`config.mk`:
```
export PLATFORM = sky130hd
export DESIGN_NAME = rc4_decrypt_core
export DESIGN_NICKNAME = d
export VERILOG_FILES = /design/src/rtl/rc4_pkg.sv /design/src/rtl/rc4_decrypt_core_byte_check.sv /design/src/rtl/rc4_decrypt_core.sv
export SDC_FILE = /design/constraint.sdc
export NUM_CORES = 1
export LEC_CHECK = 0
export BUFFER_PORTS_ARGS = -buffer_cell sky130_fd_sc_hd__buf_2
export CAP_MARGIN = 20
export CORE_ASPECT_RATIO = 0.9
export CORE_MARGIN = 4
export CORE_UTILIZATION = 45
export DETAILED_ROUTE_END_ITERATION = 16
export PLACE_DENSITY = 0.69
export SETUP_SLACK_MARGIN = 0.15
export SLEW_MARGIN = 20
export SYNTH_ARGS = -nofsm -noshare
export SYNTH_HDL_FRONTEND = slang
export SYNTH_SLANG_ARGS = --single-unit
```
`constraint.sdc`:
```
create_clock -name clk -period 3.8 [get_ports clk]
set_clock_uncertainty 0.1 [all_clocks]
set_input_delay 1.14 -clock clk [delete_from_list [all_inputs] [get_ports clk]]
set_output_delay 1.14 -clock clk [all_outputs]
set_load 0.05 [all_outputs]
```
`src/rtl/rc4_pkg.sv`:
```
// Shared constants and the state encoding for the ARC4 decryption engine
// and its plaintext byte checker.
package rc4_pkg;

  localparam int         S_SIZE  = 256;
  localparam logic [7:0] CHAR_A  = 8'h61;
  localparam logic [7:0] CHAR_Z  = 8'h7A;
  localparam logic [7:0] CHAR_SP = 8'h20;

  typedef enum logic [4:0] {
    ST_IDLE,
    ST_INIT,
    ST_K_RDI, ST_K_WTI, ST_K_LATI, ST_K_RDJ, ST_K_WTJ, ST_K_LATJ, ST_K_WRJ,
    ST_P_INC, ST_P_RDI, ST_P_WTI, ST_P_LATI, ST_P_RDJ, ST_P_WTJ, ST_P_LATJ,
    ST_P_WRJ, ST_P_RDF, ST_P_WTF, ST_P_OUT
  } rc4_state_e;

endpackage

```
`src/rtl/rc4_decrypt_core_byte_check.sv`:
```
// Plaintext acceptance test: a byte is valid when it is lowercase a..z or space.
module rc4_byte_check
  import rc4_pkg::*;
(
  input  logic [7:0] data_in,
  output logic       valid
);

  assign valid = ((data_in >= CHAR_A) && (data_in <= CHAR_Z)) || (data_in == CHAR_SP);

endmodule

```
`src/rtl/rc4_decrypt_core.sv`:
```
// ARC4 decryption engine: S init, key schedule and keystream/XOR over a message,
// with optional early abort on the first byte outside lowercase/space.
module rc4_decrypt_core
  import rc4_pkg::*;
#(
  parameter int KEY_BYTES = 3,
  parameter int MSG_LEN   = 32,
  parameter int MSG_AW    = $clog2(MSG_LEN)
) (
  input  logic                   clk,
  input  logic                   reset,
  input  logic                   start,
  input  logic                   check_en,
  input  logic [KEY_BYTES*8-1:0] key,
  output logic                   busy,
  output logic                   done,
  output logic                   ok,
  output logic [MSG_AW-1:0]      fail_idx,
  output logic [7:0]             s_addr,
  output logic [7:0]             s_wdata,
  output logic                   s_wren,
  input  logic [7:0]             s_q,
  output logic [MSG_AW-1:0]      e_addr,
  input  logic [7:0]             e_q,
  output logic [MSG_AW-1:0]      d_addr,
  output logic [7:0]             d_wdata,
  output logic                   d_wren,
  output rc4_state_e             dbg_state
);

  localparam int                KIW       = (KEY_BYTES > 1) ? $clog2(KEY_BYTES) : 1;
  localparam logic [KIW-1:0]    KIDX_LAST = KIW'(KEY_BYTES - 1);
  localparam logic [MSG_AW-1:0] K_LAST    = MSG_AW'(MSG_LEN - 1);

  rc4_state_e        state_q, state_d;
  logic [7:0]        i_q, i_d, j_q, j_d, si_q, si_d, sj_q, sj_d;
  logic [MSG_AW-1:0] k_q, k_d, fail_idx_q, fail_idx_d;
  logic [KIW-1:0]    kidx_q, kidx_d;
  logic              chk_q, chk_d, ok_q, ok_d, done_q, done_d;

  logic [KEY_BYTES*8-1:0] key_sh;
  logic [7:0]             key_byte;
  logic [7:0]             out_byte;
  logic                   out_valid;

  // key[0] is the most significant byte, so shift the selected byte to the top.
  assign key_sh   = key << {kidx_q, 3'b000};
  assign key_byte = key_sh[KEY_BYTES*8-1 -: 8];
  assign out_byte = s_q ^ e_q;

  rc4_byte_check u_byte_check (
    .data_in (out_byte),
    .valid   (out_valid)
  );

  // Handshake: start is a level sampled only in IDLE; busy is high from the
  // next cycle until the run ends; done pulses for one cycle with ok/fail_idx
  // already valid, and those stay held until the next accepted start.
  always_comb begin
    state_d    = state_q;
    i_d        = i_q;
    j_d        = j_q;
    si_d       = si_q;
    sj_d       = sj_q;
    k_d        = k_q;
    kidx_d     = kidx_q;
    chk_d      = chk_q;
    ok_d       = ok_q;
    fail_idx_d = fail_idx_q;
    done_d     = 1'b0;
    s_addr     = '0;
    s_wdata    = '0;
    s_wren     = 1'b0;
    d_wdata    = '0;
    d_wren     = 1'b0;
    unique case (state_q)
      ST_IDLE: begin
        if (start) begin
          chk_d      = check_en;
          i_d        = '0;
          j_d        = '0;
          k_d        = '0;
          kidx_d     = '0;
          ok_d       = 1'b0;
          fail_idx_d = '0;
          state_d    = ST_INIT;
        end
      end
      ST_INIT: begin
        s_addr  = i_q;
        s_wdata = i_q;
        s_wren  = 1'b1;
        i_d     = i_q + 8'd1;
        if (i_q == 8'hFF) state_d = ST_K_RDI;
      end
      ST_K_RDI: begin
        s_addr  = i_q;
        state_d = ST_K_WTI;
      end
      ST_K_WTI: state_d = ST_K_LATI;
      ST_K_LATI: begin
        si_d    = s_q;
        j_d     = j_q + s_q + key_byte;
        state_d = ST_K_RDJ;
      end
      ST_K_RDJ: begin
        s_addr  = j_q;
        state_d = ST_K_WTJ;
      end
      ST_K_WTJ: state_d = ST_K_LATJ;
      ST_K_LATJ: begin
        sj_d    = s_q;
        s_addr  = i_q;
        s_wdata = s_q;
        s_wren  = 1'b1;
        state_d = ST_K_WRJ;
      end
      ST_K_WRJ: begin
        s_addr  = j_q;
        s_wdata = si_q;
        s_wren  = 1'b1;
        i_d     = i_q + 8'd1;
        kidx_d  = (kidx_q == KIDX_LAST) ? '0 : kidx_q + 1'b1;
        if (i_q == 8'hFF) begin
          j_d     = '0;
          k_d     = '0;
          state_d = ST_P_INC;
        end else begin
          state_d = ST_K_RDI;
        end
      end
      ST_P_INC: begin
        i_d     = i_q + 8'd1;
        state_d = ST_P_RDI;
      end
      ST_P_RDI: begin
        s_addr  = i_q;
        state_d = ST_P_WTI;
      end
      ST_P_WTI: state_d = ST_P_LATI;
      ST_P_LATI: begin
        si_d    = s_q;
        j_d     = j_q + s_q;
        state_d = ST_P_RDJ;
      end
      ST_P_RDJ: begin
        s_addr  = j_q;
        state_d = ST_P_WTJ;
      end
      ST_P_WTJ: state_d = ST_P_LATJ;
      ST_P_LATJ: begin
        sj_d    = s_q;
        s_addr  = i_q;
        s_wdata = s_q;
        s_wren  = 1'b1;
        state_d = ST_P_WRJ;
      end
      ST_P_WRJ: begin
        s_addr  = j_q;
        s_wdata = si_q;
        s_wren  = 1'b1;
        state_d = ST_P_RDF;
      end
      ST_P_RDF: begin
        s_addr  = si_q + sj_q;
        state_d = ST_P_WTF;
      end
      ST_P_WTF: state_d = ST_P_OUT;
      ST_P_OUT: begin
        // The failing byte is still written so the RAM shows what was rejected.
        d_wdata = out_byte;
        d_wren  = 1'b1;
        if (chk_q && !out_valid) begin
          fail_idx_d = k_q;
          ok_d       = 1'b0;
          done_d     = 1'b1;
          state_d    = ST_IDLE;
        end else if (k_q == K_LAST) begin
          ok_d    = 1'b1;
          done_d  = 1'b1;
          state_d = ST_IDLE;
        end else begin
          k_d     = k_q + 1'b1;
          state_d = ST_P_INC;
        end
      end
      default: state_d = ST_IDLE;
    endcase
  end

  always_ff @(posedge clk or negedge reset) begin
    if (!reset) begin
      state_q    <= ST_IDLE;
      i_q        <= '0;
      j_q        <= '0;
      si_q       <= '0;
      sj_q       <= '0;
      k_q        <= '0;
      kidx_q     <= '0;
      chk_q      <= 1'b0;
      ok_q       <= 1'b0;
      fail_idx_q <= '0;
      done_q     <= 1'b0;
    end else begin
      state_q    <= state_d;
      i_q        <= i_d;
      j_q        <= j_d;
      si_q       <= si_d;
      sj_q       <= sj_d;
      k_q        <= k_d;
      kidx_q     <= kidx_d;
      chk_q      <= chk_d;
      ok_q       <= ok_d;
      fail_idx_q <= fail_idx_d;
      done_q     <= done_d;
    end
  end

  assign busy      = (state_q != ST_IDLE);
  assign done      = done_q;
  assign ok        = ok_q;
  assign fail_idx  = fail_idx_q;
  assign e_addr    = k_q;
  assign d_addr    = k_q;
  assign dbg_state = state_q;

endmodule

```
After elaboration in Yosys (flattened, before gate mapping)
Cells that the tools add are included.
Widths: inputs -> output; s select.
{ "totals": {"ff_bits": 52, "output_inout_bits": 49, "elab_cells": 109} }
{ "op_classes": {"n_addsub": 6, "n_lt_le_gt_ge": 2, "n_eq_ne": 30, "shift": 1, "n_mux": 32, "bitwise_logic": 1, "reduce_logical": 26} }
{ "ops": {"columns": ["op", "count"], "rows": [
  ["$pmux 5 s20", 1],
  ["$pmux 8 s3", 2],
  ["$eq 5x4->1 const B", 8],
  ["$mux 5", 7],
  ["$pmux 8 s4", 1],
  ["$eq 5x5->1 const B", 5],
  ["$add 8x8->8", 3],
  ["$mux 8", 3],
  ["$shl 24x5->24", 1],
  ["$eq 5x3->1 const B", 4],
  ["$pmux 8 s2", 1],
  ["$pmux 5 s3", 1],
  ["$mux 4", 3],
  ["$ne 2x2->1 const B", 6],
  ["$eq 5x2->1 const B", 2],
  ["$pmux 5 s2", 1],
  ["$reduce_or 5->1", 2],
  ["$reduce_and 3->1", 3],
  ["$add 8x1->8 const B", 1],
  ["$eq 8x6->1 const B", 1],
  ["$eq 8x8->1 const B", 1],
  ["$ge 8x7->1 const B", 1],
  ["$le 8x7->1 const B", 1],
  ["$mux 1", 8],
  ["other kinds (22)", 31]
]} }

Depth between registers and ports, before layout
Gate-level depths: netlist (run 1).
{ "depth": {"depth_word": 8, "mapped_depth": 13} }

Modules after synthesis
From an unflattened synthesis (run 1), not the netlist that was laid out.
{ "unflattened": {"hier_cells": 446, "area_unflattened_um2": 3918.8} }
{ "modules_own_cells": {"columns": ["mod", "instances", "cells_per_inst", "area_per_inst_um2"], "rows": [
  ["rc4_decrypt_core", 1, 436, 3854.9],
  ["rc4_byte_check", 1, 10, 63.8]
]} }

Worst setup path after synthesis (run 1)
Ideal clock, no wire load.
{ "synth_path": {"kind": "reg-to-output", "from": "register si_q[0]", "to": "output s_addr[6]", "arrival_ps": 2745, "required_time_ps": 2560, "setup_slack_ps": -185, "path_stages_with_launch": 9, "path_buffers": 0, "path_cell_list": "dfrtp_1 ha_1 fa_1 a21o_1 a21oi_1 o21bai_1 a21oi_1 xor2_1 o21ai_0"} }
{ "synth_via": {"elab_chain_len": 2} }
{ "synth_lines": {"columns": ["item", "line", "source"], "rows": [
  ["start, declared", "rc4_decrypt_core.sv:36", "logic [7:0] i_q, i_d, j_q, j_d, si_q, si_d, sj_q, sj_d;"],
  ["start signal, assigned", "rc4_decrypt_core.sv:208", "si_q <= si_d;"],
  ["$add 8x8->8", "rc4_decrypt_core.sv:165", "s_addr = si_q + sj_q;"],
  ["$pmux 8 s3", "rc4_decrypt_core.sv:76", "unique case (state_q)"],
  ["end, declared", "rc4_decrypt_core.sv:19", "output logic [7:0] s_addr,"]
]} }
No other way between the ends.

Final worst setup path (run 1)
{ "layout_path": {"from": "input s_q[0]", "to": "register j_q[5]"} }
{ "layout_via": {"elab_chain_len": 3} }
{ "layout_lines": {"columns": ["item", "line", "source"], "rows": [
  ["start, declared", "rc4_decrypt_core.sv:22", "input logic [7:0] s_q,"],
  ["$add 8x8->8 (*)", "rc4_decrypt_core.sv:103, rc4_decrypt_core.sv:143", null],
  ["$add 8x8->8", "rc4_decrypt_core.sv:103", "j_d = j_q + s_q + key_byte;"],
  ["$pmux 8 s4 (*)", "rc4_decrypt_core.sv:76", null],
  ["end signal, assigned", "rc4_decrypt_core.sv:207", "j_q <= j_d;"],
  ["end, declared", "rc4_decrypt_core.sv:36", null]
]} }
Every way passes the cells marked *; elsewhere a longest branch is shown, timed or not.
A chain may end at the register's enable or synchronous reset.

==> results of run 1 <==
-- registers in the layout (all words and copies together) (netlist names) --
register / cells
chk_q: 1
d_addr: 5
dbg_state: 5
done: 1
fail_idx: 5
i_q: 8
j_q: 8
kidx_q: 2
ok: 1
si_q: 8
sj_q: 8
-- through the flow --
stage	utilization, %	hold slack [ns]	instance area [um2]	setup slack, ns	cells
CTS	56.1	0.401	4810	0.146	701
finish	57.2	0.409	4900	0.254	705
floorplan	-	0.350	3980	-0.154	479
global route	57.2	0.421	4900	0.127	705
detailed placement	54.7	0.373	4680	-0.159	693
global placement	54.7	0.371	4680	-0.0753	693
-- cell usage in the layout, fill, tap and decap left out, types with 3 or more instances in the layout --
master	instances
nand2_1	100
buf_2	88
dfrtp_1	50
nor2_1	43
buf_4	33
o21ai_0	29
ha_1	22
xnor2_1	17
a21oi_1	15
nor3_1	13
xor2_1	13
inv_1	12
a22oi_1	12
nand3_1	9
mux2i_1	9
nor2b_1	8
a21o_1	7
o21ai_1	6
nand2b_1	6
and3_1	5
nand4_1	5
a22o_1	5
clkbuf_8	5
a211oi_2	4
a21oi_2	4
and2_1	3
o21bai_1	3
o21a_1	3
a221o_1	3
-- final timing paths --
| kind | to | slack (ns) | cells after the start |
|---|---|---|---|
| worst max-delay path | j_q[5] | 0.25 | 14 |
| max in group asynchronous | j_q[5] | 2.34 | 2 |
| worst min register to register | sj_q[6] | 0.41 | 2 |
| min in group asynchronous | si_q[0] | 0.64 | 1 |
| worst min-delay path | sj_q[6] | 0.41 | 2 |
| worst max register to register | j_q[7] | 0.46 | 10 |
-- timing repair --
item	4_1_cts	5_1_grt
cloned	0	0
endpoints found under the setup margin	3	9
resized for setup	4	22
pin swaps	1	15
setup buffers	0	4
-- layer usage --
metal	GRT usage (%)	share of wire [%]
met2	36.3	47
met5	0	0
met4	5.70	1.8
met1	29.7	43
met3	5.12	8.0
-- cell usage after synthesis (6+ instances only) --
cell	n	area, um2
o21ai_0	33	165
dfrtp_1	52	1300
a21o_1	7	52.6
inv_1	12	45.0
a22oi_1	12	90.1
buf_2	7	35.0
nor2b_1	8	50.1
nor2_1	44	165
mux2i_1	9	90.1
nand2b_1	6	37.5
a21oi_1	19	95.1
clkbuf_1	10	37.5
nand2_1	100	375
ha_1	24	300
nand3_1	9	45.0
nor3_1	14	70.1
xor2_1	13	114
xnor2_1	17	149
-- logic make-up after synthesis --
kind of cell	count (synthesis)	synth area share [%]
flip-flops	52	32.8
adder cells (fa/ha/maj)	27	9.09
multiplexers	13	3.57
XOR/XNOR	32	7.45
AND/OR/NAND/NOR	206	23.4
AO/OA/AOI/OAI	113	19.6
buffers and inverters	36	4.10
-- power by group --
part           leakage, uW  switching [uW]  internal [uW]
sequential        0.000651            61.9            605
combinational      0.00174             773            622
clock            0.0000541             194            195
-- critical path, stage by stage --
cell	delay, ns
buf_6	0.11
ha_4	0.16
fa_2	0.34
a21o_1	0.19
a21oi_2	0.17
buf_4	0.14
xnor2_1	0.14
ha_1	0.28
buf_4	0.14
buf_4	0.14
a21oi_1	0.20
xnor2_1	0.11
a22o_1	0.18
a31o_2	0.21
-- cell type report --
type,instances,area share [%]
well taps,119,3.04
flip-flops and latches,52,26.6
inverters,12,0.920
multi-input cells,391,52.6
repair buffers,123,14.5
clock buffers,5,1.40
clock inverters,3,0.868
==> impl_results.md, run 1 <==
* First-pass GRT wire length at 18,900 um
* Global route total overflow at 0
* Clock Path Buffers at 2
* Die height at 97.1 um
* Number of global-route vias before repair at 3,813
* Routability cong. at 0.877
* DRT Pass-1 Iters at 5
* Worst-Margin Slew at 0.951 ns
* Critical Path AT at 3.65 ns
* Largest net degree at the start of global routing at 21
* Crit Path Max Fanout at 3
* Post-route ant nets at 0
* Maximum VDD drop at 0.445 mV
* Mean Syn Cell Area at 8.28 um2
* Final net count at 656
* Die area at 10,400 um2
* Half-perimeter wire length after placement at 9060 um
* Post-CTS Hold Buffers at 0
* Register cell area after layout at 1300 um2
* Worst skew pair latency at 0.31 ns
* Port bufs at 92
* Synth unique cells at 63
* Outcome: completed
* PwrDens at 500 nW/um2
* Avg WL per Cell at 16.5 um
* Synthesized flop and latch total at 52
* Setup TNS at 0 ns
* CTS sink count at 52
* Via Count at 3,901
* CP Class: primary input to register
* Final min period at 3.55 ns
* Total power at 2450 uW
* Worst Setup End Kind: register
* Initial Util at 46.3%
* WL final at 11,600 um
* Die X at 107 um
* N_diodes at 0
* Post-Syn Nets at 550
* Rel. slew slack at 36.2%
* Max-cap violations at 0
* Final setup fails at 0
* Overall routing resource usage at 22.2%
* TritonCTS buffer count at 5
* Via density at 5.53
* Initial DRC count at 345
* Hold Crit Start: sj_q[6]
* Clock slew at reported path FFs at 0.10 ns
* Antenna violations before repair at 0
* Endpoints failing hold at 0
* Leakage power at 0.00244 uW
* Fmax at 282 MHz
* Sequential area share after synthesis at 32.8%
* DRC errors left at 0
* Max Slew Vio Count at 0
* Yosys Warn Count at 0
* Worst Setup SP: s_q[0]
* Req. time, crit path at 3.90 ns
* Crit path launch type: primary input
* EDFF count, synth at 0
* Async SR Flop Fraction at 100%
* Gate Count Post-Synth at 479
* Area growth syn-to-layout at 23.5%
* Area occupied by multi-input gates at 2580 um2
* CTS root buf: clkbuf_8
* Type of the most critical hold path: register to register
* H-tree levels at 2
* Ys flop type: dfrtp_1
* CTS tree: yes
* Total core area at 8570 um2
* Reg2reg start: kidx_q[1]
* Layout cell share with drive strength beyond 1 at 28.3%
* RSZ-0062 raised after global routing: yes
* Fillcell total at 831
* Number of I/O pins at 93
* Fin crit share at 93.3%
* Syn Std Cell Area at 3970 um2
* Site row count at 32
Note: power is estimated with default switching activity, not from simulation.
==> inputs of run 2 (changes only) <==
--- a/config.mk
+++ b/config.mk
@@ -11,6 +11,7 @@
 export CORE_MARGIN = 4
 export CORE_UTILIZATION = 45
 export DETAILED_ROUTE_END_ITERATION = 16
+export GPL_TIMING_DRIVEN = 1
 export PLACE_DENSITY = 0.69
 export SETUP_SLACK_MARGIN = 0.15
 export SLEW_MARGIN = 20
==> constraint.sdc (replaced) <==
create_clock -name clk -period 4.3 [get_ports clk]
set_clock_uncertainty 0.1 [all_clocks]
set_input_delay 1.29 -clock clk [delete_from_list [all_inputs] [get_ports clk]]
set_output_delay 1.29 -clock clk [all_outputs]
set_load 0.05 [all_outputs]
==> impl_results.md, run 2 (synthesis results as in run 1) <==
* Outcome: completed (unchanged)
* Layout cell share with drive strength beyond 1 at 22.2% (was 28.3%)
* Pint at 1150 uW (was 1420 uW)
* Final min period at 3.93 ns
* Die X at 107 um (unchanged)
* Placed insts at 670 (was 693)
* Fmax at 254 MHz
* Maximum VDD drop at 0.293 mV (was 0.445 mV)
* Hold path depth at 2 (unchanged)
* Initial Util at 46.3% (unchanged)
* Site row count at 32 (unchanged)
* Crit Path Max Fanout at 3 (unchanged)
* Clock share of power at 18.1% (was 15.9%)
* Final setup fails at 0 (unchanged)
* Worst r2r path cells at 10 (unchanged)
* Via Count at 3,742 (was 3,901)
* Hold Crit Start: sj_q[5] (was sj_q[6])
* CP Class: register to output pin (was primary input to register)
* Leakage power at 0.00231 uW (was 0.00244 uW)
* Area growth syn-to-layout at 16.5% (was 23.5%)
* Req. time, crit path at 2.91 ns (was 3.90 ns)
* Avg WL per Cell at 16.2 um (was 16.5 um)
* CTS root buf: clkbuf_8 (unchanged)
* Port bufs at 92 (unchanged)
* Number of I/O pins at 93 (unchanged)
* H-tree levels at 2 (unchanged)
* Worst Setup SP: si_q[0] (was s_q[0])
* Total core area at 8570 um2 (unchanged)
* Clock Path Buffers at 2 (unchanged)
* Sw frac at 43.0% (was 42.0%)
* Endpoints failing hold at 0 (unchanged)
* Die area at 10,400 um2 (unchanged)
* R2R Setup Slk at 0.95 ns (was 0.46 ns)
* CTS sink count at 52 (unchanged)
* DRT Pass-1 Iters at 4 (was 5)
* Max-cap violations at 0 (unchanged)
* PwrDens at 436 nW/um2 (was 500 nW/um2)
* Die height at 97.1 um (unchanged)
* TritonCTS buffer count at 5 (unchanged)
* First-pass GRT wire length at 17,700 um (was 18,900 um)
* Worst skew pair latency at 0.31 ns (about the same)
* Initial DRC count at 174 (was 345)
* Crit path launch type: register (was primary input)
* RSZ-0062 raised after global routing: yes (unchanged)
* Reg2reg start: kidx_q[1] (unchanged)
* R2r endpoint: j_q[7] (unchanged)
* Final net count at 629 (was 656)
* Worst Setup End Kind: output pin (was register)
* Critical Path AT at 2.54 ns (was 3.65 ns)
* Max Slew Vio Count at 0 (unchanged)
* Logic pwr share at 52.6% (was 56.9%)
* Routability cong. at 0.871 (was 0.877)
* Final Non-Filler Cells at 678 (was 705)
* Post-route ant nets at 0 (unchanged)
* Fin crit share at 91.5%
* Most frequent cells in the layout: nand2_1, buf_2, dfrtp_1 (unchanged)
* Largest net degree at the start of global routing at 38 (was 21)
* Antenna violations before repair at 0 (unchanged)
* Sw Pwr at 866 uW (was 1030 uW)
* Type of the most critical hold path: register to register (unchanged)
* Post-CTS Setup Inserts at 0 (unchanged)
* Worst-Margin Slew at 0.909 ns (was 0.951 ns)
* Setup TNS at 0 ns (unchanged)
* Setup slack after layout at 0.366 ns (was 0.254 ns)
* Rel. slew slack at 39.0% (was 36.2%)
* Number of global-route vias before repair at 3,519 (was 3,813)
* Clock slew at reported path FFs at 0.10 ns (about the same)
* Half-perimeter wire length after placement at 8530 um (was 9060 um)
* Place WS at 0.0530 ns (was -0.159 ns)
* WL final at 11,000 um (was 11,600 um)
* Via density at 5.52 (was 5.53)
* Commonest non-fill, non-tap cell in the layout: nand2_1 (unchanged)
* DRC errors left at 0 (unchanged)
* N_diodes at 0 (unchanged)
* Sequential Power Share at 29.3% (was 27.2%)
* Global route total overflow at 0 (unchanged)
* CTS tree: yes (unchanged)
* Overall routing resource usage at 21.0% (was 22.2%)
* End of the worst hold path: sj_q[5] (was sj_q[6])
-- run 2: cell count changes in the layout (fill, tap and decap cells not counted), moves of 3 or more --
cell | before | now
o21ai_0 | 29 | 33
o21ai_1 | 6 | 3
a21oi_1 | 15 | 18
a21oi_2 | 4 | 1
buf_4 | 33 | 5
buf_2 | 88 | 91
-- run 2: layout make-up --
type | count | area, um2
fill | 862 | 3950
multi-input combinational | 391 | 2510
sequential | 52 | 1300
timing repair buffer | 96 | 493
tap | 119 | 149
clock buffer | 6 | 82.6
inverter | 12 | 45.0
clock inverter | 2 | 38.8
-- run 2: power groups by stage --
stage,registers [uW],logic [uW],clock network [uW]
finish,590,1060,365
floorplan,575,804,0
detailed placement,597,1040,0
global route,596,1150,385
CTS,589,1050,371
global placement,596,1000,0
-- run 2: stage by stage --
stage	util (%)	hold WS [ns]	power [uW]	instance area (um2)
global placement	52.4	0.362	1600	4490
CTS	53.8	0.398	2010	4610
finish	53.9	0.396	2010	4620
global route	53.9	0.420	2130	4620
floorplan	-	0.350	1380	3970
detailed placement	52.4	0.367	1640	4490
-- run 2: repair_timing --
| action | CTS | global route |
|---|---|---|
| setup endpoints to repair | 0 | 2 |
| hold buffers | 0 | 0 |
| resized for setup | 0 | 3 |
-- run 2: worst max-delay path by stage --
stage | slack, ns | to | cells past startpoint
final | 0.37 | s_addr[6] | 9
after global routing | 0.15 | s_addr[6] | 9
after CTS | 0.32 | s_addr[6] | 9
after detailed placement | 0.05 | j_q[7] | 12
after global placement | 0.12 | j_q[7] | 12
after floorplan | 0.17 | s_addr[6] | 8
-- run 2: layer usage --
metal,vias to the layer above,track usage (%),wire [um]
met3,14,3.19,699
met4,0,5.80,178
met1,1766,27.9,4810
met5,-,0,0
met2,128,35.4,5280
li1,1834,-,-
-- run 2: critical path, stage by stage, from the launching register on --
cell	delay, ns
dfrtp_1	0.42
ha_1	0.24
fa_1	0.41
a21o_1	0.17
a21oi_1	0.22
o21bai_1	0.10
a21oi_1	0.17
xor2_1	0.08
o21ai_0	0.18
buf_4	0.23
